`src/rtl/uart_pkg.sv`:
```
// Shared definitions for the configurable UART receiver: parity modes,
// receiver state encoding and the 3-sample majority vote.
package uart_pkg;

  localparam int PAR_NONE = 0;
  localparam int PAR_ODD  = 1;
  localparam int PAR_EVEN = 2;

  typedef enum logic [2:0] {
    ST_IDLE,
    ST_START,
    ST_DATA,
    ST_PARITY,
    ST_STOP,
    ST_CLEANUP,
    ST_WAIT_HIGH
  } rx_state_e;

  function automatic logic majority3(input logic [2:0] v);
    return (v[0] & v[1]) | (v[0] & v[2]) | (v[1] & v[2]);
  endfunction

endpackage

```
`src/rtl/uart_rx_sync_vote.sv`:
```
// Two-flop synchroniser for the serial line followed by a 3-deep history
// whose majority suppresses single-cycle noise spikes.
module uart_rx_sync_vote
  import uart_pkg::*;
(
  input  logic i_Clock,
  input  logic i_Rst_n,
  input  logic i_Rx_Serial,
  output logic o_Bit
);

  logic       sync_p0;
  logic       sync_p1;
  logic [2:0] vote_p2;

  // Line idles high, so everything resets to 1 to avoid a false start bit.
  always_ff @(posedge i_Clock or negedge i_Rst_n) begin
    if (!i_Rst_n) begin
      sync_p0 <= 1'b1;
      sync_p1 <= 1'b1;
      vote_p2 <= 3'b111;
    end else begin
      sync_p0 <= i_Rx_Serial;
      sync_p1 <= sync_p0;
      vote_p2 <= {vote_p2[1:0], sync_p1};
    end
  end

  assign o_Bit = majority3(vote_p2);

endmodule

```
`src/rtl/uart_rx_cfg.sv`:
```
// UART receiver with configurable data width, parity mode and stop-bit count.
// Each bit is sampled mid-period from the voted, synchronised line.
module uart_rx_cfg
  import uart_pkg::*;
#(
  parameter int CLKS_PER_BIT = 1250,
  parameter int DATA_BITS    = 8,
  parameter int PARITY       = 0,
  parameter int STOP_BITS    = 1
) (
  input  logic                 i_Clock,
  input  logic                 i_Rst_n,
  input  logic                 i_Rx_Serial,
  output logic                 o_Rx_DV,
  output logic [DATA_BITS-1:0] o_Rx_Data,
  output logic                 o_Parity_Err,
  output logic                 o_Frame_Err,
  output logic                 o_Busy
);

  localparam int CNT_W = $clog2(CLKS_PER_BIT) + 1;
  localparam int IDX_W = 4;
  localparam logic [CNT_W-1:0] HALF_CNT  = CNT_W'(CLKS_PER_BIT / 2);
  localparam logic [CNT_W-1:0] LAST_CNT  = CNT_W'(CLKS_PER_BIT - 1);
  localparam logic [IDX_W-1:0] LAST_IDX  = IDX_W'(DATA_BITS - 1);
  localparam logic [IDX_W-1:0] LAST_STOP = IDX_W'(STOP_BITS - 1);
  localparam logic             ODD_MODE  = (PARITY == PAR_ODD);

  rx_state_e            state;
  logic [CNT_W-1:0]     cnt;
  logic [IDX_W-1:0]     idx;
  logic [DATA_BITS-1:0] shadow;
  logic                 par_err;
  logic                 frm_err;
  logic                 par_err_q;
  logic                 rx_bit;
  logic                 bit_tick;

  uart_rx_sync_vote u_sync_vote (
    .i_Clock     (i_Clock),
    .i_Rst_n     (i_Rst_n),
    .i_Rx_Serial (i_Rx_Serial),
    .o_Bit       (rx_bit)
  );

  assign bit_tick = (cnt == LAST_CNT);

  always_ff @(posedge i_Clock or negedge i_Rst_n) begin
    if (!i_Rst_n) begin
      state       <= ST_IDLE;
      cnt         <= '0;
      idx         <= '0;
      shadow      <= '0;
      par_err     <= 1'b0;
      frm_err     <= 1'b0;
      o_Rx_DV     <= 1'b0;
      o_Rx_Data   <= '0;
      par_err_q   <= 1'b0;
      o_Frame_Err <= 1'b0;
      o_Busy      <= 1'b0;
    end else begin
      o_Rx_DV     <= 1'b0;
      par_err_q   <= 1'b0;
      o_Frame_Err <= 1'b0;
      case (state)
        ST_IDLE: begin
          cnt     <= '0;
          idx     <= '0;
          par_err <= 1'b0;
          frm_err <= 1'b0;
          if (!rx_bit) begin
            state  <= ST_START;
            o_Busy <= 1'b1;
          end
        end
        ST_START: begin
          if (cnt == HALF_CNT) begin
            cnt <= '0;
            if (!rx_bit) begin
              state <= ST_DATA;
            end else begin
              state  <= ST_IDLE;
              o_Busy <= 1'b0;
            end
          end else begin
            cnt <= cnt + CNT_W'(1);
          end
        end
        ST_DATA: begin
          if (bit_tick) begin
            cnt    <= '0;
            // LSB arrives first, so shifting right leaves bit 0 at the bottom.
            shadow <= {rx_bit, shadow[DATA_BITS-1:1]};
            if (idx == LAST_IDX) begin
              idx   <= '0;
              state <= (PARITY != PAR_NONE) ? ST_PARITY : ST_STOP;
            end else begin
              idx <= idx + IDX_W'(1);
            end
          end else begin
            cnt <= cnt + CNT_W'(1);
          end
        end
        ST_PARITY: begin
          if (bit_tick) begin
            cnt     <= '0;
            par_err <= ((^shadow) ^ rx_bit) != ODD_MODE;
            state   <= ST_STOP;
          end else begin
            cnt <= cnt + CNT_W'(1);
          end
        end
        ST_STOP: begin
          if (bit_tick) begin
            cnt     <= '0;
            frm_err <= frm_err | ~rx_bit;
            if (idx == LAST_STOP) begin
              idx         <= '0;
              state       <= ST_CLEANUP;
              o_Rx_DV     <= 1'b1;
              o_Rx_Data   <= shadow;
              par_err_q   <= par_err;
              o_Frame_Err <= frm_err | ~rx_bit;
            end else begin
              idx <= idx + IDX_W'(1);
            end
          end else begin
            cnt <= cnt + CNT_W'(1);
          end
        end
        ST_CLEANUP: begin
          // A framing error usually means a break; wait for the line to recover.
          if (frm_err) begin
            state <= ST_WAIT_HIGH;
          end else begin
            state  <= ST_IDLE;
            o_Busy <= 1'b0;
          end
        end
        ST_WAIT_HIGH: begin
          if (rx_bit) begin
            state  <= ST_IDLE;
            o_Busy <= 1'b0;
          end
        end
        default: begin
          state  <= ST_IDLE;
          o_Busy <= 1'b0;
        end
      endcase
    end
  end

  assign o_Parity_Err = (PARITY == PAR_NONE) ? 1'b0 : par_err_q;

endmodule

```
`config.mk`:
```
export PLATFORM = sky130hd
export DESIGN_NAME = uart_rx_cfg
export DESIGN_NICKNAME = d
export VERILOG_FILES = /design/src/rtl/uart_pkg.sv /design/src/rtl/uart_rx_sync_vote.sv /design/src/rtl/uart_rx_cfg.sv
export SDC_FILE = /design/constraint.sdc
export NUM_CORES = 1
export LEC_CHECK = 0
export CORE_MARGIN = 2
export CORE_UTILIZATION = 42
export DETAILED_ROUTE_END_ITERATION = 16
export GPL_ROUTABILITY_DRIVEN = 0
export PLACE_DENSITY = 0.62
export SLEW_MARGIN = 15
export SYNTH_ARGS = -nofsm -noshare
export SYNTH_HDL_FRONTEND = slang
export SYNTH_HIERARCHICAL = 1
export SYNTH_SLANG_ARGS = --single-unit
```
`constraint.sdc`:
```
create_clock -name i_Clock -period 2.5 [get_ports i_Clock]
set_input_delay 0.75 -clock i_Clock [delete_from_list [all_inputs] [get_ports i_Clock]]
set_output_delay 0.75 -clock i_Clock [all_outputs]
set_load 0.01 [all_outputs]
```
==> run summary <==
status -> finished, final reports clean
hpwl dp -> 3.11 mm
Final Skew -> 0.00357 ns
Synth area leaders -> dfrtp_1 45%, mux2_2 7.8%, dfstp_2 6.1%
worst skew pair latency -> 0.30 ns
Worst VDD drop -> 0.295 mV
aggregate global routing overflow -> 0
core footprint -> 5040 um2
max_slew headroom -> 61.7%
initial antenna violation count -> 0
largest net degree at the start of global routing -> 25
placed cell count -> 296
Comb pwr share -> 2.2%
number of flops mapped to enable cells by yosys -> 0
CP Launch Type -> flip-flop
Hold WC Path Type -> reg -> reg
# diodes -> 0
switching part of the total -> 20.7%
Switch Pwr -> 0.000276 W
Worst Max-Slew Pin Slew -> 0.575 ns
fillcell total -> 472
drt via density -> 5.40
Worst EP required -> 2.69 ns
critical path arrival -> 2.61 ns
most frequent cell after synthesis -> dfrtp_1
Register Area -> 1110 um2
critical path fanouts, max -> 8
# clock sinks -> 44
CP Capture Type -> flip-flop
final setup fails -> 0
fmax -> 413 MHz
TritonCTS clock tree -> built
Yosys top cell by area -> dfrtp_1
top-area cell type share of the netlist area -> 45.0%
initial DRC count -> 106
area grow syn2layout -> 19.4%
Worst-path clk slew -> 0.08 ns
Post-Syn Area -> 2170 um2
maxcap violations -> 0
fin cells -> 305
Hold Vio Cnt, Final -> 0
die area -> 5760 um2
cell internal pwr -> 0.00105 W
Row Count -> 26
vias post-DR -> 1647
Synth Flop Type -> dfrtp_1
Async S/R FF share, synth -> 100%
sequential share of power -> 54.2%
Clk pwr share -> 43.6%
Routed Antenna Nets -> 0
Routed WL -> 4.39 mm
vias in the first global route -> 1547
Crit Path Class -> reg -> reg
layout cells sized above 1 -> 22.6%
PortBufs -> 13
register area share after synthesis -> 51.0%
Max Slew Vio Count -> 0
Synth Net Count -> 217
PD cells -> 513 nW/um2
dpl ws -> 0.0633 ns
Pleak -> 1.14 nW
Synth warnings -> 6
DR pass1 iterations -> 5
Synth cell types -> 49
Overall Global Routing Usage -> 17.3%
DR WL/cell -> 14.4 um
top cells by count, synth -> 39 x dfrtp_1, 17 x o21ai_0, 16 x nand2_1, 15 x mux2_2
Ports -> 15
CTS Buffer Depth -> 2
Die Y -> 75.9 um
Final WS setup -> 0.0773 ns
first-pass GRT wire length -> 7.48 mm
clock root buffer -> clkbuf_8
fin crit period -> 2.42 ns
Syn Inst Count -> 210
Final period util -> 96.9%
die width -> 75.9 um
syn avg cell area -> 10.3 um2
DR DRC count -> 0
initial core utilization -> 43.1%
Seq cells post-synth -> 44
H-tree levels -> 2
CTS buffer count -> 5
# nets final -> 241
multi-input logic area -> 995 um2
==> logic make-up after synthesis <==
logic type      after synthesis  share of synthesized area, %
simple gates                 69                          17.3
xor+xnor                      1                         0.404
other cells                   1                         0.173
compound gates               55                          16.4
mux                          15                          7.78
fa+ha+maj                     6                          3.34
buf+inv                      19                          3.57
flops                        44                          51.0
==> final timing paths <==
path                                           to  cells past startpoint           startpoint  slack, ns
setup / recovery                           cnt[9]                      6               cnt[8]       0.08
hold / removal                u_sync_vote/sync_p1                      0  u_sync_vote/sync_p0       0.36
setup reg to reg                           cnt[9]                      6               cnt[8]       0.08
hold reg to reg               u_sync_vote/sync_p1                      0  u_sync_vote/sync_p0       0.36
max in group asynchronous  u_sync_vote/vote_p2[2]                      2              i_Rst_n       1.46
min in group asynchronous            o_Rx_Data[4]                      1              i_Rst_n       0.44
==> routing by layer <==
metal  global-route usage, %  share of wire, %
met5                       0                 0
met4                    5.26               1.3
met3                    3.97               3.3
met2                    27.9                47
met1                    23.4                48
==> power groups by stage <==
stage / Sequential [W] / Clock (W) / Combinational [W]
2_1_floorplan: 0.000734 / 0 / 0.00000878
3_3_place_gp: 0.000734 / 0 / 0.0000295
3_5_place_dp: 0.000734 / 0 / 0.0000298
4_1_cts: 0.000720 / 0.000599 / 0.0000297
5_1_grt: 0.000721 / 0.000624 / 0.0000337
6_report: 0.000720 / 0.000580 / 0.0000292
==> through the flow <==
| step | utilization (%) | instance area (um2) | TNS, ns | hold WS (ns) | total power, W |
|---|---|---|---|---|---|
| 2_1_floorplan | - | 2170 | 0 | 0.345 | 0.000743 |
| 3_3_place_gp | 48.7 | 2450 | 0 | 0.346 | 0.000763 |
| 3_5_place_dp | 48.7 | 2450 | 0 | 0.347 | 0.000764 |
| 4_1_cts | 51.1 | 2570 | 0 | 0.360 | 0.00135 |
| 5_1_grt | 51.4 | 2590 | -0.000909 | 0.363 | 0.00138 |
| 6_report | 51.4 | 2590 | 0 | 0.358 | 0.00133 |
==> final cells by class <==
type,instances,area share [%]
repair buffers,28,9.66
inverters,8,1.16
well taps,70,3.38
multi-input cells,147,38.4
clock buffers,6,3.19
clock inverters,2,1.50
flip-flops and latches,44,42.7
==> worst max-delay path, stage by stage (launching register included) <==
cell and delay, ns:
dfrtp_1 0.42, or4_4 0.58, or3_2 0.57, a22o_4 0.31, nor3_4 0.17, buf_4 0.18
o21ai_0 0.09
==> sequential cells by signal, summed over array words and instances (netlist names) <==
name and count:
u_sync_vote/sync_p1 1, o_Frame_Err 1, state 3, o_Rx_DV 1, cnt 12, u_sync_vote/vote_p2 3, frm_err 1, shadow 8
o_Rx_Data 8, o_Busy 1, u_sync_vote/sync_p0 1, idx 4
==> what timing repair did <==
| item | CTS | global route |
|---|---|---|
| gates resized for setup | 0 | 2 |
| buffers inserted | 0 | 1 |
| hold buffers | 0 | 0 |
| setup endpoints to repair | 0 | 4 |
==> cells in the final DEF (no fill, tap or decap), drive strengths merged, types with 2 or more instances in the layout <==
cell type / n
mux2: 15
nor2: 13
nand3: 13
o22ai: 2
dfrtp: 39
buf: 16
nand2: 16
and3: 2
nand3b: 2
a211o: 3
clkdlybuf4s50: 12
clkbuf: 6
a31oi: 2
o21ai: 17
ha: 4
maj3: 2
a211oi: 3
o41ai: 2
a22o: 3
a21oi: 10
or3: 4
nor3b: 2
dfstp: 5
nor3: 9
inv: 8
o31ai: 5
No activity file was read; power rests on OpenSTA's default activity.
